`src/rtl/run_control_pkg.sv`:
```
// run_control_pkg: shared types and constants for the debug run-control
// sequencer. Holds the sequencer state encoding and the halt-cause codes
// reported on the run_control `cause` output.
package run_control_pkg;

  typedef enum logic [1:0] {
    ST_HALT = 2'd0,
    ST_RUN  = 2'd1,
    ST_STEP = 2'd2
  } rc_state_t;

  localparam int unsigned CAUSE_W = 3;

  localparam logic [CAUSE_W-1:0] CAUSE_RESET      = 3'd0;
  localparam logic [CAUSE_W-1:0] CAUSE_HALT_REQ   = 3'd1;
  localparam logic [CAUSE_W-1:0] CAUSE_BREAKPOINT = 3'd2;
  localparam logic [CAUSE_W-1:0] CAUSE_EBREAK     = 3'd3;
  localparam logic [CAUSE_W-1:0] CAUSE_STEP_DONE  = 3'd4;

  // Priority among simultaneous stop conditions: halt request, then
  // breakpoint, then EBREAK.
  function automatic logic [CAUSE_W-1:0] stop_cause(input logic hreq,
                                                    input logic bp);
    if (hreq)    return CAUSE_HALT_REQ;
    else if (bp) return CAUSE_BREAKPOINT;
    else         return CAUSE_EBREAK;
  endfunction

endpackage

```
`src/rtl/run_control.sv`:
```
// run_control: debug run-control sequencer for the single-cycle RV32 core.
// Gates every architectural update (PC, RegWrite, MemWrite) through cpu_en.
// Ports:
//   clk, reset        core clock; synchronous active-high reset
//   run_req           pulse: start free-running (from HALT)
//   halt_req          level/pulse: stop before the current instruction
//   step_req          pulse: execute step_count instructions (0 means 1)
//   step_count        requested step count, STEP_W bits
//   bp_en, bp_addr    PC breakpoint enable and address
//   pc, is_ebreak     current core PC and EBREAK decode from the core
//   cpu_en            combinational enable for the core's state updates
//   halted            registered: sequencer is in HALT
//   cause             registered: reason for the last halt
//   retired           instructions executed since reset (wraps)
module run_control
  import run_control_pkg::*;
#(
  parameter int unsigned STEP_W = 8
) (
  input  logic                clk,
  input  logic                reset,
  input  logic                run_req,
  input  logic                halt_req,
  input  logic                step_req,
  input  logic [STEP_W-1:0]   step_count,
  input  logic                bp_en,
  input  logic [31:0]         bp_addr,
  input  logic [31:0]         pc,
  input  logic                is_ebreak,
  output logic                cpu_en,
  output logic                halted,
  output logic [CAUSE_W-1:0]  cause,
  output logic [31:0]         retired
);

  rc_state_t           state_q, state_d;
  logic [STEP_W-1:0]   steps_left_q, steps_left_d;
  logic                skip_bp_q, skip_bp_d;
  logic [CAUSE_W-1:0]  cause_q, cause_d;
  logic [31:0]         retired_q, retired_d;

  logic bp_hit;
  logic stop;

  // skip_bp masks the breakpoint only until the first executed instruction,
  // so resuming from a breakpoint PC executes that instruction once.
  always_comb begin
    bp_hit = bp_en && (pc == bp_addr) && !skip_bp_q;
    stop   = halt_req || bp_hit || is_ebreak;
    cpu_en = (state_q != ST_HALT) && !stop;
  end

  always_comb begin
    state_d      = state_q;
    steps_left_d = steps_left_q;
    skip_bp_d    = skip_bp_q;
    cause_d      = cause_q;
    retired_d    = retired_q;

    if (cpu_en) begin
      retired_d = retired_q + 32'd1;
      skip_bp_d = 1'b0;
    end

    case (state_q)
      ST_HALT: begin
        if (run_req) begin
          state_d   = ST_RUN;
          skip_bp_d = 1'b1;
        end else if (step_req) begin
          state_d      = ST_STEP;
          steps_left_d = (step_count == '0) ? STEP_W'(1) : step_count;
          skip_bp_d    = 1'b1;
        end
      end
      ST_RUN: begin
        if (stop) begin
          state_d   = ST_HALT;
          cause_d   = stop_cause(halt_req, bp_hit);
          skip_bp_d = 1'b0;
        end
      end
      ST_STEP: begin
        if (stop) begin
          state_d   = ST_HALT;
          cause_d   = stop_cause(halt_req, bp_hit);
          skip_bp_d = 1'b0;
        end else if (steps_left_q == STEP_W'(1)) begin
          state_d   = ST_HALT;
          cause_d   = CAUSE_STEP_DONE;
          skip_bp_d = 1'b0;
        end else begin
          steps_left_d = steps_left_q - STEP_W'(1);
        end
      end
      default: begin
        state_d   = ST_HALT;
        skip_bp_d = 1'b0;
      end
    endcase
  end

  always_ff @(posedge clk) begin
    if (reset) begin
      state_q      <= ST_HALT;
      steps_left_q <= '0;
      skip_bp_q    <= 1'b0;
      cause_q      <= CAUSE_RESET;
      retired_q    <= '0;
    end else begin
      state_q      <= state_d;
      steps_left_q <= steps_left_d;
      skip_bp_q    <= skip_bp_d;
      cause_q      <= cause_d;
      retired_q    <= retired_d;
    end
  end

  always_comb begin
    halted  = (state_q == ST_HALT);
    cause   = cause_q;
    retired = retired_q;
  end

endmodule

```
`config.mk`:
```
export PLATFORM = sky130hd
export DESIGN_NAME = run_control
export DESIGN_NICKNAME = d
export VERILOG_FILES = /design/src/rtl/run_control_pkg.sv /design/src/rtl/run_control.sv
export SDC_FILE = /design/constraint.sdc
export NUM_CORES = 1
export LEC_CHECK = 0
export BUFFER_PORTS_ARGS = -buffer_cell sky130_fd_sc_hd__buf_2
export CORE_AREA = 2 2 79 81
export CTS_BUF_LIST = sky130_fd_sc_hd__clkbuf_8
export DETAILED_ROUTE_END_ITERATION = 12
export DIE_AREA = 0 0 81 83
export HOLD_SLACK_MARGIN = 0.15
export PLACE_DENSITY = 0.85
export SLEW_MARGIN = 20
export SYNTH_ARGS = -nofsm -noshare
export SYNTH_HDL_FRONTEND = slang
export SYNTH_SLANG_ARGS = --single-unit
```
`constraint.sdc`:
```
create_clock -name clk -period 4.15 [get_ports clk]
set_input_delay 0.2075 -clock clk [delete_from_list [all_inputs] [get_ports clk]]
set_output_delay 0.2075 -clock clk [all_outputs]
set_load 0.05 [all_outputs]
```
==> qor.csv <==
stage;metric;value;unit
final_layout;final_core_util;65.1;%
timing;setup_ws;1.61;ns
placed_design;io_buffers;115;
placed_design;place_congestion;0.915;
timing;max_freq;0.393;GHz
worst_setup_path;end_kind;flip-flop;
synthesis;synthFlopType;dfxtp_1;
cts;cts.sinks;46;
global_route;grt-ovfl-total;0;
final_layout;drive_gt1_share;32.3;%
placed_design;postPlaceCellArea;3680;sq um
timing;setup_violations;0;
synthesis;synthSimpleGateAreaFrac;33.2;%
routing;drt_wl_total;7940;um
cts;cts_root_buf;clkbuf_8;
synthesis;yosysMostFrequentCell;dfxtp_1;
synthesis;syn_area;3100;sq um
worst_setup_path;r2r-start;retired[3];
worst_setup_path;crit_path_max_fanout;15;
floorplan;top_level_ports;116;
cts;hold_buffers;0;
final_layout;finalInstanceArea;3790;sq um
run_status;outcome;completed;
floorplan;die_area;6720;sq um
worst_hold_path;hp-class;in -> reg;
worst_setup_path;start_kind;flip-flop;
global_route;grt_pass1_wl;13300;um
cts;clk_latency;0.30;ns
global_route;grt_max_degree;52;
timing;min_period_over_period;61.3;%
synthesis;synth_top_family_by_area;simple AND/OR/NAND/NOR gates;
global_route;grt_pass1_vias;3046;
floorplan;die_h;83;um
placed_design;place_hpwl;5940;um
worst_hold_path;min_to;cause[1];
worst_hold_path;holdPathStages;4;
worst_setup_path;timing.rr.end;retired[24];
synthesis;synth_edf_count;0;
timing;hold_viol_final;0;
cts;postCtsResizedCells;0;
synthesis;yosysSeqAreaShare;29.7;%
timing;fin_crit;2.54;ns
cts;ctsLongestPathBuffers;2;
synthesis;synth.avg_cell_area;8.16;sq um
synthesis;yosysWarnings;0;
routing;dr.pass1.iters;6;
power;pwr_density_cell;259;nW/um^2
routing;ant_nets;0;
timing;setup_tns;0;ns
power;peakVddDrop;0.137;mV
worst_hold_path;hp-start;halt_req;
synthesis;synth_top_area_cell;dfxtp_1;
cts;cts_max_level;2;
synthesis;syn-num-nets;462;
routing;route.vias.total;3229;
timing;maxSlewViolCount;0;
cts;postCtsSetupRepairBufs;0;
synthesis;ys_types;53;
worst_setup_path;cp.required;4.35;ns
cts;cts_buffers;5;
synthesis;netlist_top_cells_count;dfxtp_1, nor2_1, nor2b_1;
global_route;track_usage;24.0;%
floorplan;rows;28;
worst_setup_path;critPathArrivalTime;2.74;ns
floorplan;die_w;81;um
cts;cts_tree;done;
floorplan;initial_core_util;53.3;%
synthesis;synth.area.top_cells;dfxtp_1, mux2_2, nor2b_1;
final_layout;nets;564;
power;p_leak;1.63;nW
synthesis;async_flop_share;0;%
worst_setup_path;critPathKind;reg -> reg;
worst_setup_path;reg2reg_depth;6;
final_layout;area_delta_synth_final;22.1;%
timing;worstMarginPinSlew;0.664;ns
synthesis;syn_inst;380;
synthesis;synth_compound_area_share;13.1;%
timing;rsz0062_at_grt;false;
synthesis;yosys.area_share.xor_xnor;9.32;%
timing;finClkSkew;0.00656;ns
power;power.total;0.000981;W
synthesis;ys_ff_latch;46;
timing;slew_headroom;55.6;%
flow_run;cap_violations;0;
floorplan;core-area;5820;sq um
routing;drtIter0Drc;256;
routing;via_per_inst;5.79;
synthesis;synth_top_area_share;29.7;%
synthesis;synthMuxAreaShare;9.00;%
worst_setup_path;rrSetupSlack;1.61;ns
routing;drc;0;
placed_design;place_ws;1.53;ns
routing;wl_per_cell;14.2;um
cts;clkTransAtPathRegs;0.09;ns
global_route;grt_antenna_before_repair;0;
final_layout;diodes;0;
synthesis;synthAdderAreaFrac;1.21;%
[sequential cells by signal, indices dropped and copies added (netlist names)]
| signal | count |
|---|---|
| retired | 32 |
| skip_bp_q | 1 |
| cause | 3 |
| state_q | 2 |
| steps_left_q | 8 |
[layout by cell type (no fill, tap or decap), drive strengths merged, types with 4 or more instances in the layout]
cell and count:
dfxtp 46, nand3 10, o31ai 5, nor2 40
inv 8, nor3 19, o32ai 6, clkbuf 5
nor2b 27, nor4 15, nand2 24, nand4 14
a211oi 4, o21ai 12, mux2 23, xor2 17
or4 8, nand2b 9, a21oi 13, xnor2 16
or2 4, buf 117
[worst max-delay path: stages (launching register included)]
cell and delay, ns:
dfxtp_1 0.44, and4_1 0.28, and4_1 0.25, and3_1 0.50, o311ai_4 0.34, nor3_1 0.28, mux2_2 0.35
[report_power, final]
part,total [W],internal (W),switching [W]
logic,0.000183,0.0000805,0.000103
registers,0.000464,0.000452,0.0000120
clock network,0.000334,0.000177,0.000157
[stage by stage]
stage,hold slack [ns],instances
floorplan,0.392,380
global placement,0.465,550
detailed placement,0.471,550
CTS,0.239,558
global route,0.268,558
finish,0.231,558
[cells by family (layout without fill, tap and decap cells)]
group           count (synthesis)  in the layout
mux                            25             25
flops                          46             46
compound gates                 56             56
xor+xnor                       33             33
simple gates                  187            187
fa+ha+maj                       3              3
buf+inv                        30            133
[per-layer routing]
layer	vias to the layer above	part of all wire, %	GRT usage [%]
met1	1497	39	27.5
met3	12	7.4	3.70
met5	-	0	0
li1	1573	-	-
met4	0	1.1	7.40
met2	147	53	44.5
[layout make-up]
type,instances,area [sq um]
Timing Repair Buffer,117,591
Inverter,8,30.0
Fill cell,506,2030
Sequential cell,46,921
Tap cell,75,93.8
Multi-Input combinational cell,304,2040
Clock inverter,3,41.3
Clock buffer,5,68.8
[worst max-delay path by stage]
stage	start	to	slack, ns	depth (start not counted)
after floorplan	retired[12]	retired[31]	1.54	6
after global placement	bp_addr[19]	retired[3]	1.64	8
after detailed placement	bp_addr[19]	retired[3]	1.53	8
after CTS	skip_bp_q	cpu_en	1.63	5
after global routing	retired[3]	retired[24]	1.47	6
final	retired[3]	retired[24]	1.61	6
Power figures use the tool's default switching activity.
